$ cat src/rtl/picosoc_pkg.sv
// rtl/picosoc_pkg.sv - shared FSM encoding and bus defaults for the PicoSoC bus arbiter
//
// Purpose : state encoding shared by the arbiter FSM, and the default
//           read data returned on a watchdog-forced completion.
// Ports   : none (package).
package picosoc_pkg;

    typedef enum logic [1:0] {
        ST_IDLE = 2'd0,
        ST_OWN0 = 2'd1,
        ST_OWN1 = 2'd2
    } arb_state_t;

    localparam logic [31:0] TIMEOUT_RDATA_DEFAULT = 32'hDEAD_BEEF;

endpackage

$ cat src/rtl/picosoc_bus_watchdog.sv
// rtl/picosoc_bus_watchdog.sv - bus-timeout watchdog for one owned transaction
//
// Purpose : counts wait cycles of the owned access and flags the cycle in
//           which it must be force-completed; latches the timed-out address.
// Ports   : clk, reset       - clock, synchronous active-high reset
//           active           - owned request waiting on the slave this cycle
//           done             - owned transaction ends (completion or abort)
//           addr             - address of the owned access
//           expire           - force completion this cycle (combinational)
//           timeout_irq      - one-cycle pulse after a forced completion
//           timeout_addr     - address of the most recent timed-out access
module picosoc_bus_watchdog #(
    parameter int TIMEOUT_CYCLES = 1024,
    parameter int CNT_W          = 11
) (
    input  logic        clk,
    input  logic        reset,
    input  logic        active,
    input  logic        done,
    input  logic [31:0] addr,
    output logic        expire,
    output logic        timeout_irq,
    output logic [31:0] timeout_addr
);

    localparam bit               WD_EN    = (TIMEOUT_CYCLES != 0);
    localparam logic [CNT_W-1:0] CNT_LAST = CNT_W'(TIMEOUT_CYCLES - 1);

    logic [CNT_W-1:0] cnt;

    // active already excludes s_ready, so a late s_ready always wins over expiry.
    assign expire = WD_EN && active && (cnt == CNT_LAST);

    always_ff @(posedge clk) begin
        if (reset) begin
            cnt          <= '0;
            timeout_irq  <= 1'b0;
            timeout_addr <= '0;
        end else begin
            if (!WD_EN || !active || done || expire) begin
                cnt <= '0;
            end else begin
                cnt <= cnt + CNT_W'(1);
            end
            timeout_irq <= expire;
            if (expire) begin
                timeout_addr <= addr;
            end
        end
    end

endmodule

$ cat src/rtl/picosoc_bus_arbiter.sv
// rtl/picosoc_bus_arbiter.sv - two-master round-robin arbiter for the PicoSoC native bus
//
// Purpose : grants one of two masters (0 = core, 1 = DMA/debug) to the shared
//           slave port, one transaction at a time, with a timeout watchdog.
// Ports   : clk, reset                          - clock, sync active-high reset
//           m0_* / m1_*                         - master request/response ports
//           s_valid/instr/addr/wdata/wstrb      - downstream request
//           s_ready, s_rdata                    - downstream response
//           s_owner                             - granted master index
//           timeout_irq, timeout_addr           - watchdog event and address
module picosoc_bus_arbiter
    import picosoc_pkg::*;
#(
    parameter int          TIMEOUT_CYCLES = 1024,
    parameter logic [31:0] TIMEOUT_RDATA  = TIMEOUT_RDATA_DEFAULT,
    parameter int          CNT_W          = 11
) (
    input  logic        clk,
    input  logic        reset,
    input  logic        m0_valid,
    input  logic        m0_instr,
    input  logic [31:0] m0_addr,
    input  logic [31:0] m0_wdata,
    input  logic [3:0]  m0_wstrb,
    output logic        m0_ready,
    output logic [31:0] m0_rdata,
    input  logic        m1_valid,
    input  logic        m1_instr,
    input  logic [31:0] m1_addr,
    input  logic [31:0] m1_wdata,
    input  logic [3:0]  m1_wstrb,
    output logic        m1_ready,
    output logic [31:0] m1_rdata,
    output logic        s_valid,
    output logic        s_instr,
    output logic [31:0] s_addr,
    output logic [31:0] s_wdata,
    output logic [3:0]  s_wstrb,
    input  logic        s_ready,
    input  logic [31:0] s_rdata,
    output logic        s_owner,
    output logic        timeout_irq,
    output logic [31:0] timeout_addr
);

    arb_state_t  state;
    logic        last;
    logic        own0;
    logic        own1;
    logic        wd_active;
    logic        wd_done;
    logic        expire;
    logic [31:0] resp_data;

    assign own0 = (state == ST_OWN0);
    assign own1 = (state == ST_OWN1);

    always_comb begin
        s_valid = 1'b0;
        s_instr = 1'b0;
        s_addr  = '0;
        s_wdata = '0;
        s_wstrb = '0;
        if (own0) begin
            s_valid = m0_valid;
            s_instr = m0_instr;
            s_addr  = m0_addr;
            s_wdata = m0_wdata;
            s_wstrb = m0_wstrb;
        end else if (own1) begin
            s_valid = m1_valid;
            s_instr = m1_instr;
            s_addr  = m1_addr;
            s_wdata = m1_wdata;
            s_wstrb = m1_wstrb;
        end
    end

    assign s_owner   = own1;
    assign wd_active = s_valid && !s_ready;
    // A dropped request while owned (abort) also ends the transaction.
    assign wd_done   = (own0 || own1) && (!s_valid || s_ready);

    assign m0_ready  = own0 && ((s_valid && s_ready) || expire);
    assign m1_ready  = own1 && ((s_valid && s_ready) || expire);
    assign resp_data = s_ready ? s_rdata : TIMEOUT_RDATA;
    assign m0_rdata  = m0_ready ? resp_data : '0;
    assign m1_rdata  = m1_ready ? resp_data : '0;

    picosoc_bus_watchdog #(
        .TIMEOUT_CYCLES (TIMEOUT_CYCLES),
        .CNT_W          (CNT_W)
    ) u_watchdog (
        .clk          (clk),
        .reset        (reset),
        .active       (wd_active),
        .done         (wd_done),
        .addr         (s_addr),
        .expire       (expire),
        .timeout_irq  (timeout_irq),
        .timeout_addr (timeout_addr)
    );

    // Every transaction returns through IDLE, which keeps the slave from seeing
    // a back-to-back request right after a forced completion.
    always_ff @(posedge clk) begin
        if (reset) begin
            state <= ST_IDLE;
            last  <= 1'b1;
        end else begin
            case (state)
                ST_IDLE: begin
                    if (m0_valid && m1_valid) begin
                        state <= last ? ST_OWN0 : ST_OWN1;
                    end else if (m0_valid) begin
                        state <= ST_OWN0;
                    end else if (m1_valid) begin
                        state <= ST_OWN1;
                    end
                end
                ST_OWN0: begin
                    if (m0_ready) begin
                        state <= ST_IDLE;
                        last  <= 1'b0;
                    end else if (!m0_valid) begin
                        state <= ST_IDLE;
                    end
                end
                ST_OWN1: begin
                    if (m1_ready) begin
                        state <= ST_IDLE;
                        last  <= 1'b1;
                    end else if (!m1_valid) begin
                        state <= ST_IDLE;
                    end
                end
                default: state <= ST_IDLE;
            endcase
        end
    end

endmodule

$ cat config.mk
export PLATFORM = sky130hd
export DESIGN_NAME = picosoc_bus_arbiter
export DESIGN_NICKNAME = d
export VERILOG_FILES = /design/src/rtl/picosoc_pkg.sv /design/src/rtl/picosoc_bus_watchdog.sv /design/src/rtl/picosoc_bus_arbiter.sv
export SDC_FILE = /design/constraint.sdc
export NUM_CORES = 1
export LEC_CHECK = 0
export ABC_AREA = 1
export CAP_MARGIN = 0
export CORE_AREA = 2 2 135 137
export DETAILED_ROUTE_END_ITERATION = 10
export DIE_AREA = 0 0 137 139
export PLACE_DENSITY = 0.63
export SYNTH_ARGS = -nofsm -noshare
export SYNTH_HDL_FRONTEND = slang
export SYNTH_SLANG_ARGS = --single-unit
$ cat constraint.sdc
create_clock -name clk -period 3.6 [get_ports clk]
set_input_delay 0.36 -clock clk [delete_from_list [all_inputs] [get_ports clk]]
set_output_delay 0.36 -clock clk [all_outputs]
set_load 0.01 [all_outputs]
Word level (Yosys, flattened, before mapping)

Index checks and enable logic that the tools add are counted.

Word-level logic and storage cells: 59
Register bits after elaboration: 47

Add/sub/neg operators: 1
Eq/ne operators: 8
Reductions and logical operators: 20
Multiplexer cells: 25

Operators with widths:

| operator                                                          | count |
|---|---|
| 32-bit two-way mux                                                | 7 |
| 2-bit two-way mux                                                 | 8 |
| 11-bit by 1-bit adder with 11-bit output, second input constant   | 1 |
| 11-bit by 10-bit == test with 1-bit output, second input constant | 1 |
| 4-bit two-way mux                                                 | 2 |
| 1-bit logical AND                                                 | 7 |
| 1-bit two-way mux                                                 | 6 |
| 3-bit inequality test, second input constant                      | 2 |
| 2-bit case mux with 3 select lines                                | 1 |
| 3-bit AND reduction                                               | 2 |
| 1-bit logical OR                                                  | 5 |
| 2-bit inequality test, second input constant                      | 2 |
| 4-bit inequality test, second input constant                      | 1 |
| 1-bit logical NOT                                                 | 3 |
| 2-bit by 1-bit == test with 1-bit output, second input constant   | 1 |
| 2-bit == test, second input constant                              | 1 |
| 2-bit logical NOT                                                 | 1 |
| 1-bit case mux with 2 select lines                                | 1 |
| 2-bit nonzero test                                                | 1 |
| 2-bit OR reduction                                                | 1 |

Longest topological paths before layout

Gate-level depths: netlist of run 1.

Depth in word-level cells: 9
Depth in mapped cells: 9
Gate-level depth less buffers: 9

Modules after synthesis

From an unflattened synthesis of run 1, not the netlist that was laid out.

Cells, all modules: 667
Area total of the unflattened synthesis: 3824.9 µm²

By module, submodules not included:

| module               | instances | seq. area each (µm²) | area each (µm²) | cells each |
|---|---|---|---|---|
| picosoc_bus_watchdog | 1         | 880.8                | 1989.4          | 281 |
| picosoc_bus_arbiter  | 1         | 60.1                 | 1835.5          | 386 |

Worst setup path after synthesis of run 1

Ideal clock, no wire load.

Path type: register -> output
From: register u_watchdog.cnt[0]
To: output port m1_rdata[18]
Buffers on the path: 1
Arrival: 1.476 ns
Path slack: 1.764 ns
Cell stages (with the launch flop): 9
Data required time: 3.240 ns
Cell sequence: dfxtp_1 > ha_1 > nand2_1 > nor2_4 > nand3_2 > nand2_2 > nand3_2 > buf_6 > a21oi_1

Cells in the longest elaborated chain, start to end: 5

Ends and longest elaborated chain:

| what                                       | line                       | source |
|---|---|---|
| start, declared                            | picosoc_bus_watchdog.sv:29 | `logic [CNT_W-1:0] cnt;` |
| start signal, assigned                     | picosoc_bus_watchdog.sv:43 | `cnt <= cnt + CNT_W'(1);` |
| 11-bit by 10-bit == test with 1-bit output | picosoc_bus_watchdog.sv:32 | `assign expire = WD_EN && active && (cnt == CNT_LAST);` |
| 1-bit logical AND                          | picosoc_bus_watchdog.sv:32 |  |
| 1-bit logical OR                           | picosoc_bus_arbiter.sv:85  | `assign m1_ready = own1 && ((s_valid && s_ready) \|\| expire);` |
| 1-bit logical AND                          | picosoc_bus_arbiter.sv:85  |  |
| 32-bit two-way mux                         | picosoc_bus_arbiter.sv:88  | `assign m1_rdata = m1_ready ? resp_data : '0;` |
| end, declared                              | picosoc_bus_arbiter.sv:33  | `output logic [31:0] m1_rdata,` |

Every way passes these cells.

Worst setup path after layout of run 1

From: register u_watchdog.cnt[0]
To: output port m1_rdata[24]

The elaborated chain is that of the path after synthesis.

==> results of run 1 <==
-- per-stage QoR --
| step | instance area [µm²] | total power, mW | instances |
|---|---|---|---|
| floorplan | 3060 | 0.875 | 434 |
| global placement | 6630 | 1.41 | 980 |
| detailed placement | 6630 | 1.41 | 980 |
| CTS | 6780 | 1.92 | 987 |
| global route | 6780 | 1.98 | 988 |
| finish | 6780 | 1.88 | 988 |
-- worst max-delay path, stage by stage (launching register included) --
cell and delay [ps]:
dfxtp_1 350, ha_1 170, nand2_1 120, nor2_4 130, nand3_2 150, nand2_2 110
nand3_2 400, inv_2 320, nand3_1 110, inv_1 80, clkdlybuf4s50_1 530
-- area by class of cell --
cell class	count	area, µm²
flip-flops and latches	47	941
clock buffers	6	139
clock inverters	1	8.76
repair buffers	352	3500
fillers	1880	10900
multi-input cells	297	1700
diodes	1	2.50
inverters	55	206
well taps	229	287
-- logic make-up (layout without fill, tap and decap cells) --
logic type | Yosys count | in the layout | share of synthesized area, %
buf+inv | 90 | 414 | 14.0
fa+ha+maj | 1 | 1 | 0.409
compound gates | 155 | 155 | 33.8
simple gates | 135 | 135 | 19.3
other cells | 0 | 1 | 0
xor+xnor | 6 | 6 | 1.72
flops | 47 | 47 | 30.8
-- state kept, by name (all words and copies together), names as in the netlist --
name and flops:
last 1, state 2, u_watchdog.cnt 11, u_watchdog.timeout_addr 32, u_watchdog.timeout_irq 1
-- cell usage in the layout (no fill, tap or decap), types with 2 or more instances in the layout --
cell,netlist,routed
nor2_1,84,84
buf_4,4,8
nor3b_1,2,2
clkbuf_16,0,5
dfxtp_1,47,47
xor2_1,5,5
inv_1,51,51
clkdlybuf4s50_1,0,343
nor2_4,2,3
inv_2,4,4
a21oi_1,52,52
a22o_1,69,69
nand3_1,25,25
o21ai_1,13,13
nand2_1,14,14
nand2_2,3,3
nand3_2,3,3
o21ai_0,21,21
-- metal layers --
metal / up-vias / GRT usage, % / share of wire (%)
met2: 214 / 26.6 / 48
met4: 0 / 4.45 / 1.8
met3: 20 / 5.01 / 10
met1: 1923 / 17.4 / 40
met5: - / 0 / 0
li1: 2125 / - / -
-- report_power, final --
| group | internal [mW] | total, mW | switching (mW) |
|---|---|---|---|
| combinational | 0.499 | 0.863 | 0.364 |
| sequential | 0.524 | 0.530 | 0.00606 |
| clock | 0.276 | 0.487 | 0.211 |
-- worst paths after layout --
path,depth (start not counted),endpoint,slack (ps),startpoint
max,10,m1_rdata[24],470,u_watchdog.cnt[0]
min,1,u_watchdog.cnt[0],450,u_watchdog.cnt[0]
max reg2reg,9,u_watchdog.timeout_addr[19],1430,u_watchdog.cnt[0]
min reg2reg,1,u_watchdog.cnt[0],450,u_watchdog.cnt[0]
==> results.py, run 1 <==
metrics = {
    "run_status": {
        "status": "complete, no violations",
    },
    "cells_and_area": {
        "area_growth_pct": 122,
        "drive_gt1_share_pct": 3.83,
        "fin_util_pct": 38.4,
        "fin_nets": 934,
    },
    "hold_path": {
        "hold_class": "register to register",
    },
    "detailed_routing": {
        "avgViaCountPerCell": 4.33,
        "drc": 0,
        "dr.pass1.iters": 4,
        "drt_iter0_drc": 81,
        "vias": 4282,
        "totalWireLength_um": 15700,
        "detail-route-antenna-nets": 0,
        "wl_per_cell_um": 15.9,
    },
    "floorplan": {
        "row_count": 49,
        "die-area_um2": 19000,
        "pin_count": 345,
        "start_util_pct": 17.3,
        "core_area_um2": 17700,
        "die_w_um": 137,
        "die_h_um": 139,
    },
    "sta": {
        "tns_ps": 0,
        "hold-worst-slack_ps": 447,
        "fmax_mhz": 319,
        "finalCritPeriodShare_pct": 87.0,
        "slew_headroom_pct": 59.7,
        "hold_viol_final": 0,
        "drv_slew": 0,
        "setup_violations": 0,
        "fin_ws_ps": 468,
        "skew_ps": 5.33,
        "min_period_ps": 3130,
        "worst_pin_slew_ps": 604,
        "rsz0062_at_grt": "false",
    },
    "worst_setup_path": {
        "cp.required_ps": 3240,
        "end_kind": "output port",
        "critical_path_class": "register to output port",
        "start_kind": "register",
        "cp.arrival_ps": 2770,
        "cp_max_fo": 26,
    },
    "global_routing": {
        "grt_pass1_vias": 4130,
        "antenna_found_initial": 1,
        "grt_usage_pct": 15.2,
        "grt_first_pass_wirelength_um": 22600,
        "gr-total-overflow": 0,
        "grt_max_degree": 66,
    },
    "clock_network": {
        "cts.sinks": 47,
        "post_cts_resize_count": 0,
        "insertion_delay_ps": 290,
        "cts_setup_buffers": 0,
        "cts_buffers": 5,
        "cts_tree": "done",
        "clkTransAtPathRegs_ps": 70,
        "h-tree-depth": 2,
        "cts_root_buffer": "clkbuf_16",
        "cts_buffer_depth": 2,
        "cts_hold_buf": 0,
    },
    "pwr": {
        "p_per_area_nw_per_um2": 277,
        "max-vdd-ir-drop_v": 0.000168,
        "leakage_nw": 2.80,
    },
    "yosys": {
        "synth_cells": 434,
        "synth_enable_flop_cells": 0,
        "yosys.area.top_type": "dfxtp_1",
        "synth_cell_types": 24,
        "synth_top_flop_cell": "dfxtp_1",
        "synth_common_cells": "nor2_1 (84), a22o_1 (69), a21oi_1 (52)",
        "synth.area.top_cells": "dfxtp_1 (31%), a22o_1 (20%), nor2_1 (10%)",
        "async_flop_share_pct": 0,
        "avgSynthCellArea_um2": 7.05,
        "synth.most_common_cell": "nor2_1",
        "ys_warn_count": 0,
        "synth.cell_area_um2": 3060,
        "ys_seq_area_share_pct": 30.8,
        "synth_fp_nets": 610,
        "synth_top_area_share_pct": 30.8,
        "ys_ff_latch": 47,
    },
    "job": {
        "drv_cap": 0,
    },
    "placed_design": {
        "dp_slack_ps": 679,
        "hpwl_um": 12400,
        "globalplace.congestion": 0.770,
        "io_buffer_count": 344,
    },
}
Note: power is estimated with default switching activity, not from simulation.
==> run 2, diff against run 1 <==
--- a/config.mk
+++ b/config.mk
@@ -11,6 +11,7 @@
 export DETAILED_ROUTE_END_ITERATION = 10
 export DIE_AREA = 0 0 137 139
 export PLACE_DENSITY = 0.63
+export RECOVER_POWER = 50
 export SYNTH_ARGS = -nofsm -noshare
 export SYNTH_HDL_FRONTEND = slang
 export SYNTH_SLANG_ARGS = --single-unit
==> run 2 against run 1 <==
Effect of this change: maximum frequency shrank 2.6%; non-clock buffer count is the same; clock power is essentially flat; global-route usage is the same; combinational power shrank 2.4%; hold slack is essentially flat; flip-flop and latch count is the same; register-to-register slack lost 720 ps; die area is the same.
==> results.py, run 2 (same netlist as run 1, synthesis figures left out) <==
metrics = {
    "run_status": {
        "status": "complete, no violations",
    },
    "floorplan": {
        "pin_count": 345,
        "die-area_um2": 19000,
        "die_w_um": 137,
        "die_h_um": 139,
        "row_count": 49,
        "start_util_pct": 17.3,
        "core_area_um2": 17700,
    },
    "clock_network": {
        "clkTransAtPathRegs_ps": 70,
        "cts_root_buffer": "clkbuf_16",
        "cts.sinks": 47,
        "post_cts_resize_count": 0,
        "cts_buffer_depth": 2,
        "cts_setup_buffers": 0,
        "cts_tree": "done",
        "cts_hold_buf": 0,
        "h-tree-depth": 2,
        "cts_buffers": 5,
        "insertion_delay_ps": 290,
    },
    "global_routing": {
        "gr-total-overflow": 0,
        "antenna_found_initial": 1,
        "grt_first_pass_wirelength_um": 22600,
        "grt_usage_pct": 15.2,
        "grt_max_degree": 66,
        "grt_pass1_vias": 4130,
    },
    "cells_and_area": {
        "drive_gt1_share_pct": 3.43,
        "largest_register": "u_watchdog.timeout_addr",
        "reg_top3": "u_watchdog.timeout_addr x32, u_watchdog.cnt x11, state x2",
        "mostFrequentLayoutCells": "clkdlybuf4s50_1 (285), nor2_1 (85), a22o_1 (69)",
        "design_area_um2": 6760,
        "layout_commonest_cell": "clkdlybuf4s50_1",
        "ff_latch_area_um2": 941,
        "fin_nets": 934,
        "largest_reg_flops": 32,
        "nFillCells": 1884,
        "area_growth_pct": 121,
        "multi_input_area_um2": 1680,
    },
    "sta": {
        "min_period_ps": 3220,
        "drv_slew": 0,
        "tns_ps": 0,
        "rsz0062_at_grt": "false",
        "fin_ws_ps": 384,
        "setup_violations": 0,
        "slew_headroom_pct": 27.0,
        "skew_ps": 4.35,
        "finalCritPeriodShare_pct": 89.3,
        "fmax_mhz": 311,
        "worst_pin_slew_ps": 1090,
        "hold_viol_final": 0,
        "hold-worst-slack_ps": 447,
    },
    "placed_design": {
        "io_buffer_count": 344,
        "hpwl_um": 12400,
        "detailed_place.area_um2": 6630,
        "globalplace.congestion": 0.770,
        "dp_slack_ps": 679,
    },
    "detailed_routing": {
        "avgViaCountPerCell": 4.35,
        "vias": 4295,
        "detail-route-antenna-nets": 0,
        "totalWireLength_um": 15600,
        "drt_iter0_drc": 88,
        "wl_per_cell_um": 15.8,
        "drc": 0,
        "dr.pass1.iters": 4,
    },
    "worst_setup_path": {
        "cp.required_ps": 3240,
        "end_kind": "output port",
        "start_kind": "register",
        "cp.arrival_ps": 2860,
        "critical_path_class": "register to output port",
        "cp_max_fo": 26,
    },
    "hold_path": {
        "hold_class": "register to register",
    },
    "pwr": {
        "fin_total_pwr_mw": 1.86,
        "max-vdd-ir-drop_v": 0.000162,
        "p_per_area_nw_per_um2": 275,
        "leakage_nw": 2.98,
    },
    "job": {
        "drv_cap": 0,
    },
}
[run 2: worst max-delay path, cell delays in order, from the launching register on]
cell and delay (ps):
dfxtp_1 350, ha_1 170, nand2_1 120, nor2_4 120, nand3_1 210, nand2_2 140
nand3_2 400, inv_2 320, nand3_1 110, inv_1 80, clkdlybuf4s50_1 530
[run 2: metrics by stage]
stage | cells | util (%)
final | 988 | 38.3
after global routing | 988 | 38.3
after CTS | 987 | 38.4
after detailed placement | 980 | 37.5
after global placement | 980 | 37.5
after floorplan | 434 | -
[run 2: cell type report]
type                    instances  area share, %
multi-input cells             297           24.9
repair buffers                352           51.7
diodes                          1         0.0370
inverters                      55           3.05
flip-flops and latches         47           13.9
clock buffers                   6           2.06
clock inverters                 1          0.130
well taps                     229           4.24
[run 2: path summary, 6_finish.rpt]
| check | from | end | slack [ps] | cells after the start |
|---|---|---|---|---|
| hold / removal | u_watchdog.cnt[0] | u_watchdog.cnt[0] | 450 | 1 |
| setup reg to reg | u_watchdog.cnt[0] | u_watchdog.timeout_addr[19] | 710 | 9 |
| setup / recovery | u_watchdog.cnt[0] | m1_rdata[24] | 380 | 10 |
| hold reg to reg | u_watchdog.cnt[0] | u_watchdog.cnt[0] | 450 | 1 |
[run 2: routing by layer]
metal / vias to the layer above / part of all wire [%] / global-route usage [%]
met5: - / 0 / 0
met4: 0 / 1.8 / 4.45
met3: 21 / 10 / 5.01
met2: 222 / 48 / 26.6
met1: 1923 / 40 / 17.4
li1: 2129 / - / -
[run 2: power by group]
group / switching, mW / internal [mW]
combinational: 0.361 / 0.480
sequential: 0.00505 / 0.524
clock: 0.210 / 0.276
total: 0.576 / 1.28
